**src/rtl/ann_pkg.sv**
```systemverilog
// Shared constants and types for the ANN RAM read path.
//   ADDR_WIDTH : RAM address width
//   RAM_PORT   : RAM port word width
//   RAM_WORDS  : number of RAM words
//   rd_state_e : read-master FSM states
package ann_pkg;

  localparam int ADDR_WIDTH = 8;
  localparam int RAM_PORT   = 16;
  localparam int RAM_WORDS  = 1 << ADDR_WIDTH;

  typedef enum logic [1:0] {
    RD_IDLE  = 2'd0,
    RD_RUN   = 2'd1,
    RD_DRAIN = 2'd2
  } rd_state_e;

endpackage : ann_pkg

```
**src/rtl/ann_rd_fifo.sv**
```systemverilog
// Small synchronous FIFO buffering words read from the ANN RAM.
// Ports:
//   clk_i, rst_n_i : clock, asynchronous active-low reset
//   flush_i        : empties the FIFO (wins over push/pop)
//   push_i, push_data_i : write one word
//   pop_i          : drop the head word (caller only pops when not empty)
//   pop_data_o     : head word
//   count_o        : occupancy
//   empty_o        : occupancy is zero
// Push and pop in the same cycle are allowed, also when full.
module ann_rd_fifo #(
  parameter  int WIDTH = 16,
  parameter  int DEPTH = 3,
  localparam int PTR_W = $clog2(DEPTH),
  localparam int CNT_W = $clog2(DEPTH + 1)
) (
  input  logic             clk_i,
  input  logic             rst_n_i,
  input  logic             flush_i,
  input  logic             push_i,
  input  logic [WIDTH-1:0] push_data_i,
  input  logic             pop_i,
  output logic [WIDTH-1:0] pop_data_o,
  output logic [CNT_W-1:0] count_o,
  output logic             empty_o
);

  logic [WIDTH-1:0] mem_q [DEPTH];
  logic [PTR_W-1:0] wr_ptr_q, wr_ptr_d;
  logic [PTR_W-1:0] rd_ptr_q, rd_ptr_d;
  logic [CNT_W-1:0] count_q, count_d;

  // Pointers wrap explicitly because DEPTH need not be a power of two.
  function automatic logic [PTR_W-1:0] ptr_inc(input logic [PTR_W-1:0] p);
    return (p == PTR_W'(DEPTH - 1)) ? '0 : p + PTR_W'(1);
  endfunction

  always_comb begin
    // NOTE: every always_comb output gets a default first so no path leaves it unassigned (no latch).
    wr_ptr_d = wr_ptr_q;
    rd_ptr_d = rd_ptr_q;
    count_d  = count_q;
    if (flush_i) begin
      wr_ptr_d = '0;
      rd_ptr_d = '0;
      count_d  = '0;
    end else begin
      if (push_i) wr_ptr_d = ptr_inc(wr_ptr_q);
      if (pop_i)  rd_ptr_d = ptr_inc(rd_ptr_q);
      case ({push_i, pop_i})
        2'b10:   count_d = count_q + CNT_W'(1);
        2'b01:   count_d = count_q - CNT_W'(1);
        default: count_d = count_q;
      endcase
    end
  end

  // NOTE: sequential state uses non-blocking (<=) so every flop samples pre-edge values.
  always_ff @(posedge clk_i or negedge rst_n_i) begin
    if (!rst_n_i) begin
      wr_ptr_q <= '0;
      rd_ptr_q <= '0;
      count_q  <= '0;
    end else begin
      wr_ptr_q <= wr_ptr_d;
      rd_ptr_q <= rd_ptr_d;
      count_q  <= count_d;
    end
  end

  // NOTE: storage is not reset; emptiness is tracked by count_q, so stale contents are never observed.
  always_ff @(posedge clk_i) begin
    if (push_i && !flush_i) mem_q[wr_ptr_q] <= push_data_i;
  end

  assign pop_data_o = mem_q[rd_ptr_q];
  assign count_o    = count_q;
  assign empty_o    = (count_q == '0);

endmodule : ann_rd_fifo

```
**src/rtl/ann_ram_reader.sv**
```systemverilog
// Read-side master for the single-port ANN weight/activation RAM.
// A block-read command (base_addr_i, length_i) is turned into sequential
// read addresses; each word arrives one cycle after its address and is
// buffered in a FIFO that feeds a valid/ready stream.
// Ports:
//   clk_i, rst_n_i           : clock, asynchronous active-low reset
//   start_i, base_addr_i, length_i : command (sampled in IDLE only)
//   busy_o, done_o           : command status; done_o is a one-cycle pulse
//   ram_wr_e_o, ram_addr_o, ram_data_i : RAM read port (registered read)
//   data_o, valid_o, ready_i, last_o   : output stream
//   abort_i                  : only with ANN_RAM_READER_ABORT_EN defined;
//                              cancels a running command without done_o
module ann_ram_reader #(
  parameter int ADDR_WIDTH = ann_pkg::ADDR_WIDTH,
  parameter int DATA_WIDTH = ann_pkg::RAM_PORT,
  parameter int LEN_WIDTH  = ADDR_WIDTH + 1,
  parameter int FIFO_DEPTH = 3
) (
  input  logic                  clk_i,
  input  logic                  rst_n_i,
  input  logic                  start_i,
  input  logic [ADDR_WIDTH-1:0] base_addr_i,
  input  logic [LEN_WIDTH-1:0]  length_i,
  output logic                  busy_o,
  output logic                  done_o,
  output logic                  ram_wr_e_o,
  output logic [ADDR_WIDTH-1:0] ram_addr_o,
  input  logic [DATA_WIDTH-1:0] ram_data_i,
  output logic [DATA_WIDTH-1:0] data_o,
  output logic                  valid_o,
`ifdef ANN_RAM_READER_ABORT_EN
  input  logic                  abort_i,
`endif
  input  logic                  ready_i,
  output logic                  last_o
);

  import ann_pkg::*;

  localparam int CNT_W = $clog2(FIFO_DEPTH + 1);
  localparam logic [CNT_W:0]          DEPTH_LIM = (CNT_W + 1)'(FIFO_DEPTH);
  localparam logic [ADDR_WIDTH-1:0]   ADDR_ONE  = ADDR_WIDTH'(1);
  localparam logic [LEN_WIDTH-1:0]    LEN_ONE   = LEN_WIDTH'(1);

  if (FIFO_DEPTH < 3) begin : g_depth_check
    $error("ann_ram_reader: FIFO_DEPTH must be at least 3");
  end

  rd_state_e             state_q, state_d;
  logic [ADDR_WIDTH-1:0] addr_q, addr_d;
  logic [ADDR_WIDTH-1:0] last_addr_q, last_addr_d;
  logic [LEN_WIDTH-1:0]  issue_cnt_q, issue_cnt_d;
  logic [LEN_WIDTH-1:0]  pop_cnt_q, pop_cnt_d;
  logic                  pend_q, pend_d;
  logic                  done_q, done_d;

  logic                  issue;
  logic                  pop;
  logic                  room;
  logic                  flush;
  logic                  fifo_empty;
  logic [CNT_W-1:0]      fifo_count;
  logic [DATA_WIDTH-1:0] fifo_head;

  assign pop = !fifo_empty && ready_i;

  // Room is judged on registered occupancy plus the read still in flight;
  // a same-cycle pop is deliberately not credited, which keeps ready_i out
  // of the address path.
  assign room = ({1'b0, fifo_count} + {{CNT_W{1'b0}}, pend_q}) < DEPTH_LIM;

  always_comb begin
    state_d     = state_q;
    addr_d      = addr_q;
    last_addr_d = last_addr_q;
    issue_cnt_d = issue_cnt_q;
    pop_cnt_d   = pop_cnt_q;
    pend_d      = 1'b0;
    done_d      = 1'b0;
    issue       = 1'b0;
    flush       = 1'b0;

    case (state_q)
      RD_IDLE: begin
        // The done_o cycle is already IDLE; a start there is dropped.
        if (start_i && !done_q) begin
          if (length_i != '0) begin
            state_d     = RD_RUN;
            addr_d      = base_addr_i;
            issue_cnt_d = length_i;
            pop_cnt_d   = length_i;
          end else begin
            done_d = 1'b1;
          end
        end
      end
      RD_RUN: begin
        if (issue_cnt_q != '0 && room) begin
          issue       = 1'b1;
          pend_d      = 1'b1;
          last_addr_d = addr_q;
          addr_d      = addr_q + ADDR_ONE;
          issue_cnt_d = issue_cnt_q - LEN_ONE;
          if (issue_cnt_q == LEN_ONE) state_d = RD_DRAIN;
        end
      end
      RD_DRAIN: begin
        state_d = RD_DRAIN;
      end
      default: state_d = RD_IDLE;
    endcase

    if (pop) begin
      pop_cnt_d = pop_cnt_q - LEN_ONE;
      if (pop_cnt_q == LEN_ONE) begin
        done_d  = 1'b1;
        state_d = RD_IDLE;
      end
    end

`ifdef ANN_RAM_READER_ABORT_EN
    if (abort_i && state_q != RD_IDLE) begin
      state_d     = RD_IDLE;
      flush       = 1'b1;
      pend_d      = 1'b0;
      done_d      = 1'b0;
      issue_cnt_d = '0;
      pop_cnt_d   = '0;
    end
`endif
  end

  always_ff @(posedge clk_i or negedge rst_n_i) begin
    if (!rst_n_i) begin
      state_q     <= RD_IDLE;
      addr_q      <= '0;
      last_addr_q <= '0;
      issue_cnt_q <= '0;
      pop_cnt_q   <= '0;
      pend_q      <= 1'b0;
      done_q      <= 1'b0;
    end else begin
      state_q     <= state_d;
      addr_q      <= addr_d;
      last_addr_q <= last_addr_d;
      issue_cnt_q <= issue_cnt_d;
      pop_cnt_q   <= pop_cnt_d;
      pend_q      <= pend_d;
      done_q      <= done_d;
    end
  end

  // pend_q marks the cycle in which ram_data_i carries the word addressed
  // one cycle earlier.
  ann_rd_fifo #(
    .WIDTH (DATA_WIDTH),
    .DEPTH (FIFO_DEPTH)
  ) u_fifo (
    .clk_i       (clk_i),
    .rst_n_i     (rst_n_i),
    .flush_i     (flush),
    .push_i      (pend_q),
    .push_data_i (ram_data_i),
    .pop_i       (pop),
    .pop_data_o  (fifo_head),
    .count_o     (fifo_count),
    .empty_o     (fifo_empty)
  );

  assign busy_o     = (state_q != RD_IDLE);
  assign done_o     = done_q;
  assign ram_wr_e_o = 1'b0;
  assign ram_addr_o = issue ? addr_q : last_addr_q;
  assign valid_o    = !fifo_empty;
  // Gate the head so the stream reads 0 when empty, not stale storage.
  assign data_o     = fifo_empty ? '0 : fifo_head;
  assign last_o     = !fifo_empty && (pop_cnt_q == LEN_ONE);

endmodule : ann_ram_reader

```
**config.mk**
```make
export PLATFORM = sky130hd
export DESIGN_NAME = ann_ram_reader
export DESIGN_NICKNAME = d
export VERILOG_FILES = /design/src/rtl/ann_pkg.sv /design/src/rtl/ann_rd_fifo.sv /design/src/rtl/ann_ram_reader.sv
export SDC_FILE = /design/constraint.sdc
export NUM_CORES = 1
export LEC_CHECK = 0
export ABC_CLOCK_PERIOD_IN_PS = 2900
export CORE_AREA = 2 2 77 116
export DETAILED_ROUTE_END_ITERATION = 16
export DIE_AREA = 0 0 79 118
export PLACE_DENSITY_LB_ADDON = 0.2
export SYNTH_ARGS = -nofsm -noshare
export SYNTH_HDL_FRONTEND = slang
export SYNTH_SLANG_ARGS = --single-unit
```
**constraint.sdc**
```tcl
create_clock -name clk_i -period 2.9 [get_ports clk_i]
set_input_delay 0.29 -clock clk_i [delete_from_list [all_inputs] [get_ports clk_i]]
set_output_delay 0.29 -clock clk_i [all_outputs]
set_load 0.02 [all_outputs]
```
==> summary.md, run 1 <==
| Metric | Value |
|---|---|
| N_diodes | 0 |
| CTS tree | built |
| Synth Cell Area | roughly 4400 µm² |
| First-pass GRT wire length | 15650 µm |
| Family with the most delay on the worst path | adder cells |
| Clk_lat worst skew | between 0.3 and 0.4 ns |
| Fraction of layout cells with a size suffix above 1 | 0.1190 |
| Iteration-0 DRC Markers | about 220 |
| Reg2Reg Setup Slack | 0.62 ns |
| CP Class | reg2out |
| RD Place Congestion | 0.8740 |
| Library cells used by synthesis | 59 |
| Die height | about 120 µm |
| CP dominant cell by count | ha_1 |
| Via-per-instance ratio | 5.859 |
| TritonCTS Sinks | 92 |
| Max Cap Viol | 0 |
| Fillcell total | 644 |
| Syn Inst Count | 390 |
| Worst vdd ir | 0.8251 mV |
| Cells along the critical path | ha_1 -> ha_1 -> a21oi_2 -> and2_1 -> nand2_2 -> mux2_2 -> dlygate4sd2_1 |
| Initial antenna violation count | 0 |
| Max Slew Vio Count | 0 |
| Reg-to-Reg Start | u_fifo.count_o[0] |
| Post-DRT Antenna Nets | 0 |
| Final nets | 503 |
| Final setup violation count | 0 |
| Synth Net Count | 436 |
| Die ar. | ~9300 µm² |
| Cell taking the most area after synthesis | edfxtp_1 |
| Adder-cell area share of the yosys netlist | 0.02548 |
| R2R depth | 6 |
| Post-DP HPWL | 6669 µm |
| Worst min path class | in2async |
| I/O Buffers | 64 |
| Crit path max fanout | 9 |
| Crit Reg-Reg Endpoint | addr_q[1] |
| Asr flop ratio synth | 0.4783 |
| Actual slew at the worst max-slew pin | 1.023 ns |
| Placed Cells | between 500 and 600 |
| Setup TNS | 0 ns |
| Slowest cell delay on critical path | 0.45 ns |
| YS warnings | 0 |
| Hold-fix buffer count after cts | 0 |
| Status | completed |
| Worst setup SP type | flip-flop |
| GR Util All Layers | 0.2143 |
| Commonest non-fill, non-tap cells in the layout | 55 x clkdlybuf4s50_1, 54 x nor2_1, 48 x edfxtp_1, 44 x dfrtp_1, 28 x a21oi_1 |
| Layout area overhead | 24.89% |
| Storage cell area | around 2500 µm² |
| Syn Area/Cell | 11.33 µm² |
| Worst-path clk slew | 0.06 ns |
| Initial core utilization | 0.5318 |
| Post-DR wirelength/cell | 17.07 µm |
| Slew HR | 0.3183 |
| Leakage | 2.161 nW |
| RSZ-0062 raised after global routing | false |
| Vias in the first global route | 3202 |
| #FFs+latches synth | 92 |
| Routed WL | 9715 µm |
| Multi-input logic area | about 1700 µm² |
| CP arrival | 2.43 ns |
| Top FF cell, synth | edfxtp_1 |
| Root buf cell | clkbuf_16 |
| Post-synth EDFFs | 48 |
| Non-Filler Instances | 569 |
| Xor-xnor portion of the synthesized cell area | 0.005946 |
| Synth Area in Compound Gates | 0.1492 |
| CP Buf/Inv Count | 1 |
| Simple-Gate Fraction of Synth Area | 0.1444 |
| Worst EP required | 2.61 ns |
| Final core occ | 0.6641 |
| GRT overflow | 0 |
| Mux cell area share after synthesis | 0.06625 |
| F_max | roughly 370 MHz |
| Post-CTS setup buffers | 0 |
| Period utilization | 0.9390 |
| Max clock buf depth | 2 |
| Synth top area cells | edfxtp_1 33%, dfrtp_1 25%, nor2_1 4.6%, mux2i_1 4.1%, a21oi_1 3.3% |
| Io pins | between 60 and 70 |
| Final Hold Viols | 0 |
| CP Capture Type | primary output |
| Main combinational cell family by area after synthesis | compound AO/OA/AOI/OAI gates |
| Synth top area share | 0.3262 |
| Largest net degree at the start of global routing | 45 |
| Period minus WS final | 2.723 ns |
| Core Box Area | between 8000 and 9000 µm² |
| Most common cell after layout, fill and taps aside | clkdlybuf4s50_1 |
| Seq/Total Area, Yosys | 0.5753 |
| Clock H-tree levels | 3 |
| FP Rows | 41 |
| Power Density | between 1000 and 1500 nW/µm² |
| Worst Setup SP | u_fifo.count_o[0] |
| Slowest-stage cell, CP | dfrtp_1 |
| TritonCTS buffer count | 9 |
| DRC | 0 |
| Clock skew | about 0.010 ns |
| Vias | 3334 |
| Pre-Repair DR Iteration Count | 5 |
| Die width | 79 µm |
==> kinds of logic after synthesis <==
kind of cell	Yosys count
adder cells (fa/ha/maj)	9
other	1
AO/OA/AOI/OAI	93
multiplexers	28
XOR/XNOR	3
buffers and inverters	32
AND/OR/NAND/NOR	132
flip-flops	92
==> sequential cells by signal, summed over array words and instances, names as in the netlist <==
name and cells:
u_fifo.wr_ptr_q 2, u_fifo.count_o 2, u_fifo.mem_q 48, done_o 1, state_q 2, pend_q 1, addr_q 8, u_fifo.rd_ptr_q 2
pop_cnt_q 9, last_addr_q 8, issue_cnt_q 9
==> area by class of cell <==
| type | count | share of cell area |
|---|---|---|
| clock buffers | 9 | 0.04081 |
| clock inverters | 7 | 0.01791 |
| inverters | 9 | 0.006121 |
| multi-input cells | 266 | 0.3165 |
| flip-flops and latches | 92 | 0.4607 |
| well taps | 107 | 0.02426 |
| repair buffers | 79 | 0.1338 |
==> routing by layer <==
metal / track usage / vias to the layer above / routed length [µm]
li1: - / 1602 / -
met1: 0.2574 / 1636 / 3994
met2: 0.3766 / 81 / 5217
met3: 0.03298 / 15 / 335
met4: 0.08836 / 0 / 169
met5: 0 / - / 0
==> Yosys cell counts, types with 4 or more instances <==
master     n
nand3_1   17
edfxtp_1  48
a221oi_1   6
o21ai_0    6
nor3_1     6
dfrtp_1   44
ha_1       9
o22ai_1    8
buf_2      4
o221ai_1   6
a311oi_1   4
mux2_2    10
o211ai_1  13
nor3b_1    4
nor2_1    54
clkbuf_1  14
inv_1      9
nand2_1   23
mux2i_1   18
a21oi_1   29
or3_1      4
==> metrics by stage <==
stage / power, W / instance area [µm²] / setup WS [ns] / hold WS (ns)
after floorplan: 0.004306 / 4419 / 0.7319 / -0.005591
after global placement: 0.005368 / 5201 / 0.2947 / 0.4781
after detailed placement: 0.005464 / 5201 / 0.2278 / 0.4815
after CTS: 0.006655 / 5515 / 0.09431 / 0.1661
after global routing: 0.007055 / 5519 / 0.005347 / 0.2172
final: 0.006627 / 5519 / 0.1769 / 0.1261
==> worst max path at each step <==
stage,to,cells past startpoint
2_1_floorplan,u_fifo.mem_q[1][0],2
3_3_place_gp,ram_addr_o[2],7
3_5_place_dp,ram_addr_o[2],7
4_1_cts,ram_addr_o[2],7
5_1_grt,ram_addr_o[2],7
6_report,ram_addr_o[2],7
==> where the power goes <==
part / internal, W / switching, W / leakage, nW / total, W
Combinational: 0.00138 / 0.00177 / 1.03 / 0.00315
Clock: 0.000759 / 0.000491 / 0.156 / 0.00125
Sequential: 0.00190 / 0.000329 / 0.978 / 0.00223
Total: 0.00404 / 0.00259 / 2.16 / 0.00663
==> what timing repair did <==
action                                  in CTS  in global routing
gates resized for setup                      8                  1
endpoints found under the setup margin       8                  8
hold endpoints to repair                     0                  0
No activity file was read; power rests on OpenSTA's default activity.
==> inputs of run 2 (changes only) <==
--- a/config.mk
+++ b/config.mk
@@ -7,6 +7,7 @@
 export LEC_CHECK = 0
 export ABC_CLOCK_PERIOD_IN_PS = 2900
 export CORE_AREA = 2 2 77 116
+export CTS_CLUSTER_DIAMETER = 150
 export DETAILED_ROUTE_END_ITERATION = 16
 export DIE_AREA = 0 0 79 118
 export PLACE_DENSITY_LB_ADDON = 0.2
==> results of run 2 <==
Same layout as run 1: the final DEF is identical, and so are final timing and power.
